## src/rtl/bootrom_port_ctrl.sv

```systemverilog
// Port-B controller for the boot instruction RAM: assembles loader bytes into
// little-endian words and shares the single port with core data-side reads.
module bootrom_port_ctrl #(
  parameter int RAM_DEPTH = 65536,
  parameter int ADDR_W    = 16
) (
  input  logic              clk,
  input  logic              rst_n,
  input  logic              ld_start,
  input  logic [ADDR_W-1:0] ld_base,
  input  logic [ADDR_W:0]   ld_len,
  input  logic              ld_valid,
  input  logic [7:0]        ld_byte,
  output logic              ld_ready,
  output logic              ld_busy,
  output logic              ld_done,
  input  logic              rd_req,
  input  logic [ADDR_W-1:0] rd_addr,
  output logic              rd_gnt,
  output logic              rd_rvalid,
  output logic [31:0]       rd_rdata,
  output logic              mem_enb,
  output logic              mem_wen,
  output logic [ADDR_W-1:0] mem_addrb,
  output logic [31:0]       mem_din,
  input  logic [31:0]       mem_doutb
);

  localparam logic [ADDR_W-1:0] LAST_ADDR = ADDR_W'(RAM_DEPTH - 1);

  typedef enum logic [1:0] {
    ST_IDLE = 2'd0,
    ST_FILL = 2'd1,
    ST_WRQ  = 2'd2
  } state_e;

  state_e            state_q, state_d;
  logic [1:0]        idx_q, idx_d;
  logic [ADDR_W-1:0] wr_addr_q, wr_addr_d;
  logic [ADDR_W:0]   remaining_q, remaining_d;
  logic [31:0]       word_q, word_d;
  logic              rr_q, rr_d;
  logic              done_q, done_d;
  logic              rvalid_q;
  logic [31:0]       rdata_q;
  logic [ADDR_W-1:0] addrb_q, addrb_d;
  logic [31:0]       din_q, din_d;
  logic              wr_pend_s, rd_win_s, wr_win_s;

  assign wr_pend_s = (state_q == ST_WRQ);

  // Single-op-per-cycle arbiter; rr_q set means the write owns the next contest.
  always_comb begin
    rd_win_s = 1'b0;
    wr_win_s = 1'b0;
    rr_d     = rr_q;
    if (rd_req && wr_pend_s) begin
      if (rr_q) begin
        wr_win_s = 1'b1;
      end else begin
        rd_win_s = 1'b1;
      end
      rr_d = ~rr_q;
    end else if (rd_req) begin
      rd_win_s = 1'b1;
    end else if (wr_pend_s) begin
      wr_win_s = 1'b1;
    end else begin
      rr_d = rr_q;
    end
  end

  // Load session sequencing and byte-lane assembly.
  always_comb begin
    state_d     = state_q;
    idx_d       = idx_q;
    wr_addr_d   = wr_addr_q;
    remaining_d = remaining_q;
    word_d      = word_q;
    done_d      = 1'b0;
    case (state_q)
      ST_IDLE: begin
        idx_d = 2'd0;
        if (ld_start) begin
          wr_addr_d   = ld_base;
          remaining_d = ld_len;
          if (ld_len == '0) begin
            done_d = 1'b1;
          end else begin
            state_d = ST_FILL;
          end
        end else begin
          state_d = ST_IDLE;
        end
      end
      ST_FILL: begin
        if (ld_valid) begin
          word_d[{idx_q, 3'b000} +: 8] = ld_byte;
          idx_d = idx_q + 2'd1;
          if (idx_q == 2'd3) begin
            state_d = ST_WRQ;
          end else begin
            state_d = ST_FILL;
          end
        end else begin
          state_d = ST_FILL;
        end
      end
      ST_WRQ: begin
        if (wr_win_s) begin
          wr_addr_d   = (wr_addr_q == LAST_ADDR) ? '0 : wr_addr_q + ADDR_W'(1);
          remaining_d = remaining_q - (ADDR_W+1)'(1);
          if (remaining_q == (ADDR_W+1)'(1)) begin
            done_d  = 1'b1;
            state_d = ST_IDLE;
          end else begin
            state_d = ST_FILL;
          end
        end else begin
          state_d = ST_WRQ;
        end
      end
      default: begin
        state_d = ST_IDLE;
      end
    endcase
  end

  // Port-B address/data hold their last driven value on idle cycles.
  always_comb begin
    addrb_d = addrb_q;
    din_d   = din_q;
    if (rd_win_s) begin
      addrb_d = rd_addr;
    end else if (wr_win_s) begin
      addrb_d = wr_addr_q;
      din_d   = word_q;
    end else begin
      addrb_d = addrb_q;
    end
  end

  assign ld_ready  = (state_q == ST_FILL);
  assign ld_busy   = (state_q != ST_IDLE);
  assign ld_done   = done_q;
  assign rd_gnt    = rd_win_s;
  assign mem_enb   = rd_win_s;
  assign mem_wen   = wr_win_s;
  assign mem_addrb = addrb_d;
  assign mem_din   = din_d;
  assign rd_rvalid = rvalid_q;
  assign rd_rdata  = rvalid_q ? mem_doutb : rdata_q;

  // State and datapath registers.
  always_ff @(posedge clk or negedge rst_n) begin
    if (!rst_n) begin
      state_q     <= ST_IDLE;
      idx_q       <= 2'd0;
      wr_addr_q   <= '0;
      remaining_q <= '0;
      word_q      <= 32'd0;
      rr_q        <= 1'b0;
      done_q      <= 1'b0;
      rvalid_q    <= 1'b0;
      rdata_q     <= 32'd0;
      addrb_q     <= '0;
      din_q       <= 32'd0;
    end else begin
      state_q     <= state_d;
      idx_q       <= idx_d;
      wr_addr_q   <= wr_addr_d;
      remaining_q <= remaining_d;
      word_q      <= word_d;
      rr_q        <= rr_d;
      done_q      <= done_d;
      rvalid_q    <= rd_win_s;
      rdata_q     <= rd_rdata;
      addrb_q     <= addrb_d;
      din_q       <= din_d;
    end
  end

endmodule

```

## config.mk

```make
export PLATFORM = sky130hd
export DESIGN_NAME = bootrom_port_ctrl
export DESIGN_NICKNAME = d
export VERILOG_FILES = /design/src/rtl/bootrom_port_ctrl.sv
export SDC_FILE = /design/constraint.sdc
export NUM_CORES = 1
export LEC_CHECK = 0
export BUFFER_PORTS_ARGS = -buffer_cell sky130_fd_sc_hd__buf_2
export CAP_MARGIN = 40
export CORE_UTILIZATION = 57
export DETAILED_ROUTE_END_ITERATION = 7
export GPL_TIMING_DRIVEN = 0
export PLACE_DENSITY = 0.85
export SETUP_SLACK_MARGIN = 0.3
export SYNTH_ARGS = -nofsm -noshare
export SYNTH_HDL_FRONTEND = slang
export SYNTH_SLANG_ARGS = --single-unit
```

## constraint.sdc

```tcl
create_clock -name clk -period 5.1 [get_ports clk]
set_input_delay 0.51 -clock clk [delete_from_list [all_inputs] [get_ports clk]]
set_output_delay 0.51 -clock clk [all_outputs]
set_load 0.1 [all_outputs]
```

==> summary.txt, run 1 <==
Setup path
  • WP data required: 4.59 ns
  • Crit end category: output pin
  • Critical Path Start Type: flop
  • Max FO, Critical Path: 10
  • Critical path type: flop to output pin
  • Critical Path AT: 2.79 ns

Synthesis
  • YS warnings: 0
  • Top-count cell post-synth: nand2_1
  • Post-synth EDFFs: 0
  • Synth area leaders: dfrtp_1 (53%), nand2_1 (10%), mux2_2 (5.1%)
  • Post-Syn Area: around 7100 sq um
  • Sequential share of the synthesized area: a little over half
  • FFs w/ async S/R, synth: 100%
  • Synth area leader: dfrtp_1
  • Primary FF master, synth: dfrtp_1
  • #FFs+latches synth: 152
  • Average cell area after synthesis: just under 10 sq um
  • Synth cell count leaders: nand2_1 (194), dfrtp_1 (152), o21ai_0 (48), nor2_1 (35), mux2_2 (32)
  • Synthesized instance count: 731
  • Share of the synthesized area in the top cell type: 53.5%
  • Yosys cell types: 62
  • Syn Nets: 833

Finish
  • Multi-input logic area: 3080 sq um
  • Fillers: 919
  • Final #Nets: 1033
  • Ant. Diodes: 0
  • Area grow syn2layout: 24.9%
  • FF/Latch Area: 3800 sq um
  • Layout cells sized above 1: 28.9%

Global route
  • Number of global-route vias before repair: 6187
  • Global Route met2 Usage: 52.5%
  • Grt peak-use layer: met2
  • M1 GR Usage: 42.7%
  • Initial antenna violation count: 0
  • Largest net degree at the start of global routing: between 80 and 90
  • First-pass GRT wire length: 32100 microns
  • GR Util All Layers: between 30% and 40%
  • Global Route met3 Usage: under 10%
  • Remaining Overflow, GRT: 0

Clock network
  • Inserted Clock Buffers: 17
  • Post-CTS sizing: 0
  • H-Tree Depth: 4
  • Clock Latency Late Sink: 0.43 ns
  • CTS Buffer Depth: 2
  • Clk sink count: 152
  • Post-CTS setup buffers: 0
  • Root buffer cell: clkbuf_16
  • CTS tree: done
  • CTS hold repair buffers: 0
  • Clock transition at the registers of the reported paths: 0.06 ns

Power and ir drop
  • Final Power: 4.74 mW
  • Pint: around 2.8 mW
  • Worst vdd ir: 0.344 mV
  • Pwr Density: 534 nW/um^2
  • Net Sw Power: between 1.5 and 2 mW
  • Register share of total power: 37.8%
  • Clock Power Share: between 20 and 30%
  • Comb pwr share: between 30 and 40%
  • LEAKAGE: between 4 and 5 nW
  • Sw Ratio: 41.7%

STA
  • Final TNS setup: 0 ns
  • Min cycle time layout: between 3 and 4 ns
  • Worst Skew: between 0.009 and 0.01 ns
  • RSZ-0062 raised after global routing: false
  • Final Hold Viols: 0
  • WHS: roughly 0.14 ns
  • Worst-Margin Slew: 1.01 ns
  • Max-slew violations: 0
  • Share of the clock period used by the worst path: about two thirds
  • Relative slew slack: 32.6%
  • F_max: 303 MHz
  • Final setup fails: 0

Flow run
  • Max-Cap Viols: 0

Placed design
  • Detailed placer's ending HPWL: 14100 microns
  • PortBufs: 179
  • Routability cong.: roughly 0.95

Floorplan
  • Initial core utilization: 58.7%
  • Core area: 12100 sq um
  • Die area: 12900 sq um
  • Top-level I/O count: 181
  • Die Height: 114 microns
  • Site row count: 40
  • Die W: between 100 and 150 microns

Routing
  • Iter 0 DRT Violations: 644
  • First-pass DRT Iterations: 5
  • Via density: 5.78
  • DRC: 0
  • Detailed Route WL: a little over 20000 microns
  • Drt wl/cell: 18.1 microns
  • Via count: 6431
  • DRT antenna net count: 0

Outcome
  • Status: complete, no violations

Min path
  • Min-Delay Path Class: input pin to asynchronous set/reset pin
-- cells in the final DEF (no fill, tap or decap), types with 3 or more instances in the layout --
cell         n
a211oi_1     6
a21oi_1     22
a22o_1      16
a22oi_1      3
and2_1       5
and3_1       7
buf_1        5
buf_2      193
bufinv_16    3
clkbuf_1    28
clkbuf_16   17
clkbuf_8     3
dfrtp_1    152
ha_1         8
inv_1        6
inv_6        4
mux2_2      32
mux2i_1     11
nand2_1    194
nand3_1     10
nand4_1     13
nor2_1      35
nor2b_1      4
nor3_1      20
nor3b_1      8
nor4_1       8
nor4b_1      4
o211ai_1     4
o21ai_0     48
o22a_1       6
o31ai_1      6
o41ai_1      8
or3_1        4
-- final cells by class --
| type | instances | area share, % |
|---|---|---|
| Buffer | 49 | 2.39 |
| Inverter | 6 | 0.253 |
| Multi-Input combinational cell | 524 | 34.6 |
| Clock inverter | 12 | 1.83 |
| Clock buffer | 20 | 5.25 |
| Tap cell | 168 | 2.36 |
| Timing Repair Buffer | 181 | 10.5 |
| Sequential cell | 152 | 42.8 |
-- cells by family after synthesis --
kind of cell | Yosys count | share of synthesized area, %
and+or+nand+nor | 330 | 21.7
muxes | 43 | 6.61
adders and majority gates | 8 | 1.41
buffers and inverters | 55 | 3.31
DFF | 152 | 53.5
AOI/OAI and AO/OA | 143 | 13.5
-- path summary, 6_finish.rpt --
check                            startpoint              to  slack (ns)  depth (start not counted)
worst max-delay path             state_q[1]    mem_addrb[8]        1.80                          9
worst min-delay path                  rst_n  remaining_q[3]        0.14                          1
worst max register to register     idx_q[0]       word_q[7]        2.86                          5
worst min register to register     din_q[5]        din_q[5]        0.47                          2
max in group asynchronous             rst_n       word_q[7]        4.16                          2
min in group clk                ld_base[12]   wr_addr_q[12]        0.32                          3
-- per-layer routing --
metal | wire (microns) | share of wire [%] | vias up
met1 | 8400 | 42 | 3074
met2 | 9570 | 48 | 329
met3 | 1670 | 8.3 | 44
met4 | 459 | 2.3 | 0
met5 | 0 | 0 | -
li1 | - | - | 2984
-- worst max-delay path, cell delays in order (launching register included) --
cell and delay [ns]:
dfrtp_1 0.44, nor2b_1 0.14, buf_2 0.22, nand2b_1 0.07
buf_2 0.18, inv_1 0.14, clkbuf_1 0.42, nand2_1 0.11
o21ai_0 0.15, buf_2 0.49
-- state kept, by name (all words and copies together), names as in the netlist --
| signal | cells |
|---|---|
| rd_rvalid | 1 |
| word_q | 32 |
| remaining_q | 17 |
| ld_done | 1 |
| rdata_q | 32 |
| addrb_q | 16 |
| idx_q | 2 |
| wr_addr_q | 16 |
| state_q | 2 |
| din_q | 32 |
| rr_q | 1 |
-- metrics by stage --
step                      setup WS, ns  area (sq um)  util, %  cells
after floorplan                  0.932          7120        -    731
after global placement            1.37          8220     67.9   1078
after detailed placement          2.07          8260     68.2   1080
after CTS                         1.82          8890     73.4   1112
after global routing              1.57          8890     73.4   1112
final                             1.80          8890     73.4   1112
-- power by group through the flow --
| stage | clock (mW) | combinational [mW] | sequential (mW) |
|---|---|---|---|
| after detailed placement | 0 | 1.60 | 1.80 |
| after global placement | 0 | 1.57 | 1.78 |
| after floorplan | 0 | 1.29 | 1.72 |
| after global routing | 1.39 | 1.74 | 1.84 |
| after CTS | 1.34 | 1.62 | 1.78 |
| final | 1.33 | 1.62 | 1.79 |
Power figures use the tool's default switching activity.
==> run 2, diff against run 1 <==
Settings changed: ABC_AREA set to 1, CORE_UTILIZATION 57 to 53, PLACE_DENSITY 0.85 to 0.8.
Clock period 5.1 ns to 3.3 ns, I/O delays scaled along.
==> summary.txt, run 2 <==
Flow run
  • Max-Cap Viols: 0 (unchanged)

Min path
  • Min-Delay Path Class: input pin to flop (was input pin to asynchronous set/reset pin)

Synthesis
  • Synthesized instance count: 804 (was 731)
  • Mux cell area share after synthesis: 5.02% (was 6.61%)
  • Top-count cell post-synth: nand2_1 (unchanged)
  • Synth Area in XOR/XNOR: 0.732% (was 0%)
  • Synth area leader: dfrtp_1 (unchanged)
  • Main combinational cell family by area after synthesis: simple AND/OR/NAND/NOR gates (unchanged)
  • #FFs+latches synth: 152 (unchanged)
  • Synth area leaders: dfrtp_1 (53%), nand2_1 (8.3%), o21ai_0 (7.0%) (was dfrtp_1 (53%), nand2_1 (10%), mux2_2 (5.1%))
  • Sequential share of the synthesized area: 53.0% (was 53.5%)
  • Yosys cell types: 34 (was 62)
  • Share of the synthesized area in the top cell type: 53.0% (was 53.5%)
  • FFs w/ async S/R, synth: 100% (unchanged)
  • Synth Area in Simple Gates: 20.3% (was 21.7%)
  • Primary FF master, synth: dfrtp_1 (unchanged)
  • Post-synth EDFFs: 0 (unchanged)
  • Adder-cell area share of the yosys netlist: 1.39% (was 1.41%)
  • YS warnings: 0 (unchanged)
  • Syn Nets: 906 (was 833)
  • Average cell area after synthesis: 8.93 sq um (was 9.73 sq um)
  • Synth Area in Compound Gates: 12.4% (was 13.5%)
  • Synth cell count leaders: nand2_1 (159), dfrtp_1 (152), o21ai_0 (101), inv_1 (80), nor2_1 (73) (was nand2_1 (194), dfrtp_1 (152), o21ai_0 (48), nor2_1 (35), mux2_2 (32))
  • Post-Syn Area: 7180 sq um (was 7120 sq um)

Placed design
  • Routability cong.: 0.913 (was 0.948)
  • DP Area: 8340 sq um (was 8260 sq um)
  • Detailed placer's ending HPWL: 12800 microns (was 14100 microns)
  • Cell count after placement: 1161 (was 1080)
  • PortBufs: 180 (was 179)

Clock network
  • Post-CTS sizing: 0 (unchanged)
  • Post-CTS setup buffers: 0 (unchanged)
  • CTS tree: done (unchanged)
  • Clock transition at the registers of the reported paths: 0.06 ns (about the same)
  • Inserted Clock Buffers: 17 (unchanged)
  • Clk sink count: 152 (unchanged)
  • Clock Latency Late Sink: 0.42 ns (was 0.43 ns)
  • Root buffer cell: clkbuf_16 (unchanged)
  • CTS Buffer Depth: 2 (unchanged)
  • H-Tree Depth: 4 (unchanged)

STA
  • Worst-Margin Slew: 0.814 ns (was 1.01 ns)
  • Relative slew slack: 45.7% (was 32.6%)
  • Final Hold Viols: 0 (unchanged)
  • Share of the clock period used by the worst path: 82.9%
  • Final setup fails: 0 (unchanged)
  • F_max: 366 MHz
  • RSZ-0062 raised after global routing: false (unchanged)
  • Min cycle time layout: 2.74 ns
  • Worst Skew: 0.00665 ns (was 0.00973 ns)
  • Max-slew violations: 0 (unchanged)
  • Final TNS setup: 0 ns (unchanged)

Finish
  • Most common cell after layout, fill and taps aside: buf_2 (was nand2_1)
  • Most frequent cells in the layout: buf_2 (199), nand2_1 (159), dfrtp_1 (152), inv_1 (80), nor2_1 (73) (was nand2_1 (194), buf_2 (193), dfrtp_1 (152), o21ai_0 (48), nor2_1 (35))
  • Layout cells sized above 1: 28.4% (was 28.9%)
  • Area grow syn2layout: 24.6% (was 24.9%)
  • Post-Layout Cell Count: 1195 (was 1112)
  • Top flop regs: din_q x32, rdata_q x32, word_q x32 (unchanged)
  • Final #Nets: 1107 (was 1033)
  • Final Cell Area: 8950 sq um (was 8890 sq um)

Setup path
  • CP max stage cell: buf_2 (unchanged)
  • Critical Path Start Type: flop (unchanged)
  • Critical Path AT: 2.41 ns (was 2.79 ns)
  • Critical path type: flop to output pin (unchanged)
  • Crit end category: output pin (unchanged)
  • Crit-path cells: inv_2 > nor2_8 > nand2_4 > inv_2 > buf_2 > a211oi_1 > buf_2 (was nor2b_1 > buf_2 > nand2b_1 > buf_2 > inv_1 > clkbuf_1 > nand2_1 > o21ai_0 > buf_2)
  • CP peak stage delay: 0.51 ns (was 0.49 ns)
  • Max FO, Critical Path: 10 (unchanged)
  • WP data required: 2.97 ns (was 4.59 ns)

Floorplan
  • Die W: 118 microns (was 114 microns)
  • Top-level I/O count: 181 (unchanged)
  • Core area: 13200 sq um (was 12100 sq um)
  • Initial core utilization: 54.2% (was 58.7%)
  • Die Height: 118 microns (was 114 microns)
  • Die area: 14000 sq um (was 12900 sq um)
  • Site row count: 42 (was 40)

Global route
  • Remaining Overflow, GRT: 0 (unchanged)
  • Initial antenna violation count: 1 (was 0)
  • First-pass GRT wire length: 29300 microns (was 32100 microns)
  • Number of global-route vias before repair: 6000 (was 6187)
  • Largest net degree at the start of global routing: 87 (was 83)
  • GR Util All Layers: 26.8% (was 32.4%)

Routing
  • DRT antenna net count: 0 (unchanged)
  • DRC: 0 (unchanged)
  • First-pass DRT Iterations: 7 (was 5)
  • Via density: 5.26 (was 5.78)
  • Detailed Route WL: 17700 microns (was 20100 microns)
  • Via count: 6283 (was 6431)
  • Drt wl/cell: 14.8 microns (was 18.1 microns)
  • Iter 0 DRT Violations: 518 (was 644)

Power and ir drop
  • Worst vdd ir: 1.08 mV (was 0.344 mV)
  • LEAKAGE: 4.42 nW (was 4.30 nW)
  • Pwr Density: 923 nW/um^2 (was 534 nW/um^2)

Outcome
  • Status: complete, no violations (unchanged)
[run 2: final timing paths]
kind	start	end	slack (ns)	depth (start not counted)
min in group asynchronous	rst_n	remaining_q[15]	0.51	2
setup / recovery	state_q[1]	mem_addrb[15]	0.56	7
hold reg to reg	din_q[11]	din_q[11]	0.49	2
hold / removal	rd_addr[8]	addrb_q[8]	0.13	3
setup reg to reg	idx_q[0]	word_q[22]	0.74	8
max in group asynchronous	rst_n	addrb_q[6]	1.91	3
[run 2: worst max-delay path: cells and delay by family (launching register included)]
family	cells	cell delay, ns
buffers and inverters	4	0.96
DFF	1	0.42
AOI/OAI and AO/OA	1	0.41
and+or+nand+nor	2	0.20
[run 2: what timing repair did]
item	in CTS	in global routing
hold buffers	1	0
endpoints found under the setup margin	0	0
hold endpoints to repair	7	0
[run 2: metal layers]
metal	part of all wire, %	vias up	track usage [%]
met5	0	-	0
met4	2.7	0	11.6
met1	45	2917	37.5
met2	44	274	40.5
li1	-	3050	-
met3	8.3	42	5.69
[run 2: layout make-up]
type	instances	area (sq um)
buffer	35	198
fill	1073	4300
clock buffer	21	460
timing repair buffer	182	945
clock inverter	11	138
inverter	85	319
tap	176	220
antenna	1	2.50
sequential	152	3800
multi-input combinational	532	2860
[run 2: kinds of logic after synthesis]
| group | count (synthesis) |
|---|---|
| adders and majority gates | 8 |
| muxes | 32 |
| and+or+nand+nor | 320 |
| DFF | 152 |
| AOI/OAI and AO/OA | 166 |
| xor gates and xnor gates | 6 |
| buffers and inverters | 120 |
[run 2: per-stage QoR]
stage          setup WS, ns  utilization (%)  hold WS, ns  power (mW)
6_report              0.564             67.6        0.131        8.26
5_1_grt               0.433             67.5        0.137        8.74
4_1_cts               0.554             67.5        0.120        8.28
3_5_place_dp          0.826             62.9        0.445        6.30
3_3_place_gp         -0.296             62.7        0.471        6.22
2_1_floorplan        -0.544                -       0.0344        5.59
[run 2: where the power goes]
group	total [mW]	internal, mW	switching, mW
clock	1.94	1.17	0.777
sequential	2.75	2.41	0.339
combinational	3.56	0.783	2.78
total	8.26	4.36	3.90
==> run 3, diff against run 2 <==
Clock period 3.3 ns to 2.9 ns, I/O delays scaled along.
==> summary.txt, run 3 (synthesis results as in run 2) <==
Outcome
  • Status: complete, no violations (unchanged)

Routing
  • Drt wl/cell: 15.9 microns (was 14.8 microns)
  • First-pass DRT Iterations: 5 (was 7)
  • Iter 0 DRT Violations: 463 (was 518)
  • Via count: 6378 (was 6283)
  • DRT antenna net count: 0 (unchanged)
  • Via density: 5.34 (was 5.26)
  • DRC: 0 (unchanged)
  • Detailed Route WL: 19000 microns (was 17700 microns)

Min path
  • Min-Delay Path Class: input pin to flop (unchanged)

Finish
  • Final Util: 69.7% (was 67.6%)
  • Final #Nets: 1107 (unchanged)
  • Fillers: 1044 (was 1073)
  • Most frequent cells in the layout: nand2_1 (159), dfrtp_1 (152), buf_2 (146), o21ai_0 (84), inv_1 (79) (was buf_2 (199), nand2_1 (159), dfrtp_1 (152), inv_1 (80), nor2_1 (73))
  • Area grow syn2layout: 28.6% (was 24.6%)
  • Most common cell after layout, fill and taps aside: nand2_1 (was buf_2)
  • Multi-input logic area: 2960 sq um (was 2860 sq um)
  • FF/Latch Area: 3800 sq um (unchanged)
  • Top flop regs: din_q x32, rdata_q x32, word_q x32 (unchanged)
  • Final Cell Area: 9230 sq um (was 8950 sq um)
  • Layout cells sized above 1: 31.0% (was 28.4%)
  • Ant. Diodes: 0 (was 1)

Placed design
  • Routability cong.: 0.920 (was 0.913)
  • Detailed placer's ending HPWL: 13700 microns (was 12800 microns)
  • DP Area: 8430 sq um (was 8340 sq um)
  • Worst slack, placed: 0.367 ns (was 0.826 ns)
  • PortBufs: 180 (unchanged)

Floorplan
  • Site row count: 42 (unchanged)
  • Initial core utilization: 54.2% (unchanged)
  • Core area: 13200 sq um (unchanged)
  • Die area: 14000 sq um (unchanged)
  • Top-level I/O count: 181 (unchanged)
  • Die Height: 118 microns (unchanged)
  • Die W: 118 microns (unchanged)

Clock network
  • Clock transition at the registers of the reported paths: 0.06 ns (about the same)
  • H-Tree Depth: 4 (unchanged)
  • Root buffer cell: clkbuf_16 (unchanged)
  • Inserted Clock Buffers: 17 (unchanged)
  • CTS Buffer Depth: 2 (unchanged)
  • Clock Latency Late Sink: 0.42 ns (about the same)
  • Post-CTS setup buffers: 0 (unchanged)
  • CTS tree: done (unchanged)
  • Clk sink count: 152 (unchanged)

STA
  • Min cycle time layout: 2.52 ns
  • Share of the clock period used by the worst path: roughly 87%
  • RSZ-0062 raised after global routing: true (was false)
  • PnR worst setup slack: 0.383 ns (was 0.564 ns)
  • WHS: 0.0993 ns (was 0.131 ns)
  • Relative slew slack: 63.6% (was 45.7%)
  • Final Hold Viols: 0 (unchanged)
  • Worst-Margin Slew: 0.545 ns (was 0.814 ns)
  • Max-slew violations: 0 (unchanged)
  • F_max: 397 MHz
  • Worst Skew: 0.00605 ns (was 0.00665 ns)
  • Final setup fails: 0 (unchanged)

Setup path
  • Critical Path Start Type: flop (unchanged)
  • CP peak stage delay: 0.44 ns (was 0.51 ns)
  • Bufs and invs on worst path: 3 (was 4)
  • Crit-path cells: inv_2 > nor2_8 > nand2_4 > clkbuf_1 > o21ai_0 > clkbuf_8 (was inv_2 > nor2_8 > nand2_4 > inv_2 > buf_2 > a211oi_1 > buf_2)
  • Critical path type: flop to output pin (unchanged)
  • CP max stage cell: dfrtp_1 (was buf_2)
  • Crit path max-delay family: buffers and inverters (unchanged)
  • WP data required: 2.61 ns (was 2.97 ns)
  • Max FO, Critical Path: 10 (unchanged)
  • Critical Path AT: 2.23 ns (was 2.41 ns)
  • Crit end category: output pin (unchanged)

Power and ir drop
  • Pwr Density: 1030 nW/um^2 (was 923 nW/um^2)
  • Final Power: 9.53 mW (was 8.26 mW)
  • LEAKAGE: 4.49 nW (was 4.42 nW)
  • Worst vdd ir: 0.829 mV (was 1.08 mV)

Global route
  • GR Util All Layers: 28.3% (was 26.8%)
  • Number of global-route vias before repair: 6214 (was 6000)
  • Remaining Overflow, GRT: 0 (unchanged)
  • Largest net degree at the start of global routing: 95 (was 87)
  • First-pass GRT wire length: 30800 microns (was 29300 microns)
  • Initial antenna violation count: 0 (was 1)

Flow run
  • Max-Cap Viols: 0 (unchanged)
run 3: cell types whose count changed in the layout (fill, tap and decap cells not counted), moves of 7 or more:
cell / previous run / this run
o21ai_1: 40 / 4
buf_6: 5 / 22
buf_2: 199 / 146
buf_4: 3 / 30
clkbuf_4: 0 / 7
o21ai_2: 0 / 18
o21ai_0: 66 / 84
run 3: worst register-to-register path, delay by kind of cell, from the launching register on:
| kind | cells | cell delay [ns] |
|---|---|---|
| AND/OR/NAND/NOR | 2 | 0.61 |
| flip-flops | 1 | 0.44 |
| adder cells (fa/ha/maj) | 1 | 0.32 |
| AO/OA/AOI/OAI | 1 | 0.14 |
| buffers and inverters | 4 | 0.91 |
run 3: area by class of cell:
cell class,count,share of cell area (%)
plain buffers,35,2.30
clock buffers,18,4.76
clock inverters,14,1.36
inverters,85,3.46
multi-input cells,532,32.1
flip-flops and latches,152,41.2
well taps,176,2.39
repair buffers,182,12.5
run 3: worst paths after layout:
path / startpoint / endpoint / slack [ns] / depth (start not counted)
setup / recovery: state_q[1] / mem_din[5] / 0.38 / 6
hold / removal: rd_addr[2] / addrb_q[2] / 0.1 / 3
setup reg to reg: idx_q[0] / word_q[9] / 0.40 / 8
hold reg to reg: din_q[23] / din_q[23] / 0.47 / 2
max in group asynchronous: rst_n / word_q[10] / 1.66 / 3
min in group asynchronous: rst_n / remaining_q[12] / 0.40 / 2
run 3: layer usage:
layer | up-vias | track usage (%) | routed length, microns | part of all wire (%)
li1 | 3054 | - | - | -
met1 | 3045 | 36.2 | 7850 | 41
met5 | - | 0 | 0 | 0
met2 | 256 | 48.4 | 9470 | 50
met3 | 23 | 6.71 | 1430 | 7.5
met4 | 0 | 7.59 | 257 | 1.4
run 3: through the flow:
| step | instances | TNS, ns |
|---|---|---|
| after floorplan | 804 | -18.42 |
| after global placement | 1160 | -97.98 |
| after detailed placement | 1161 | 0 |
| after CTS | 1194 | 0 |
| after global routing | 1194 | 0 |
| final | 1194 | 0 |
run 3: report_power, final:
group | total (mW) | leakage [nW] | internal, mW | switching (mW)
clock network | 2.10 | 0.266 | 1.21 | 0.893
registers | 3.14 | 1.90 | 2.74 | 0.400
logic | 4.29 | 2.32 | 1.04 | 3.24
run 3: timing repair:
action                                  4_1_cts  5_1_grt
gates cloned                                  0        0
endpoints found under the hold margin        58        0
gates resized for setup                      50       36
hold buffers                                  1        0
endpoints found under the setup margin       46       62
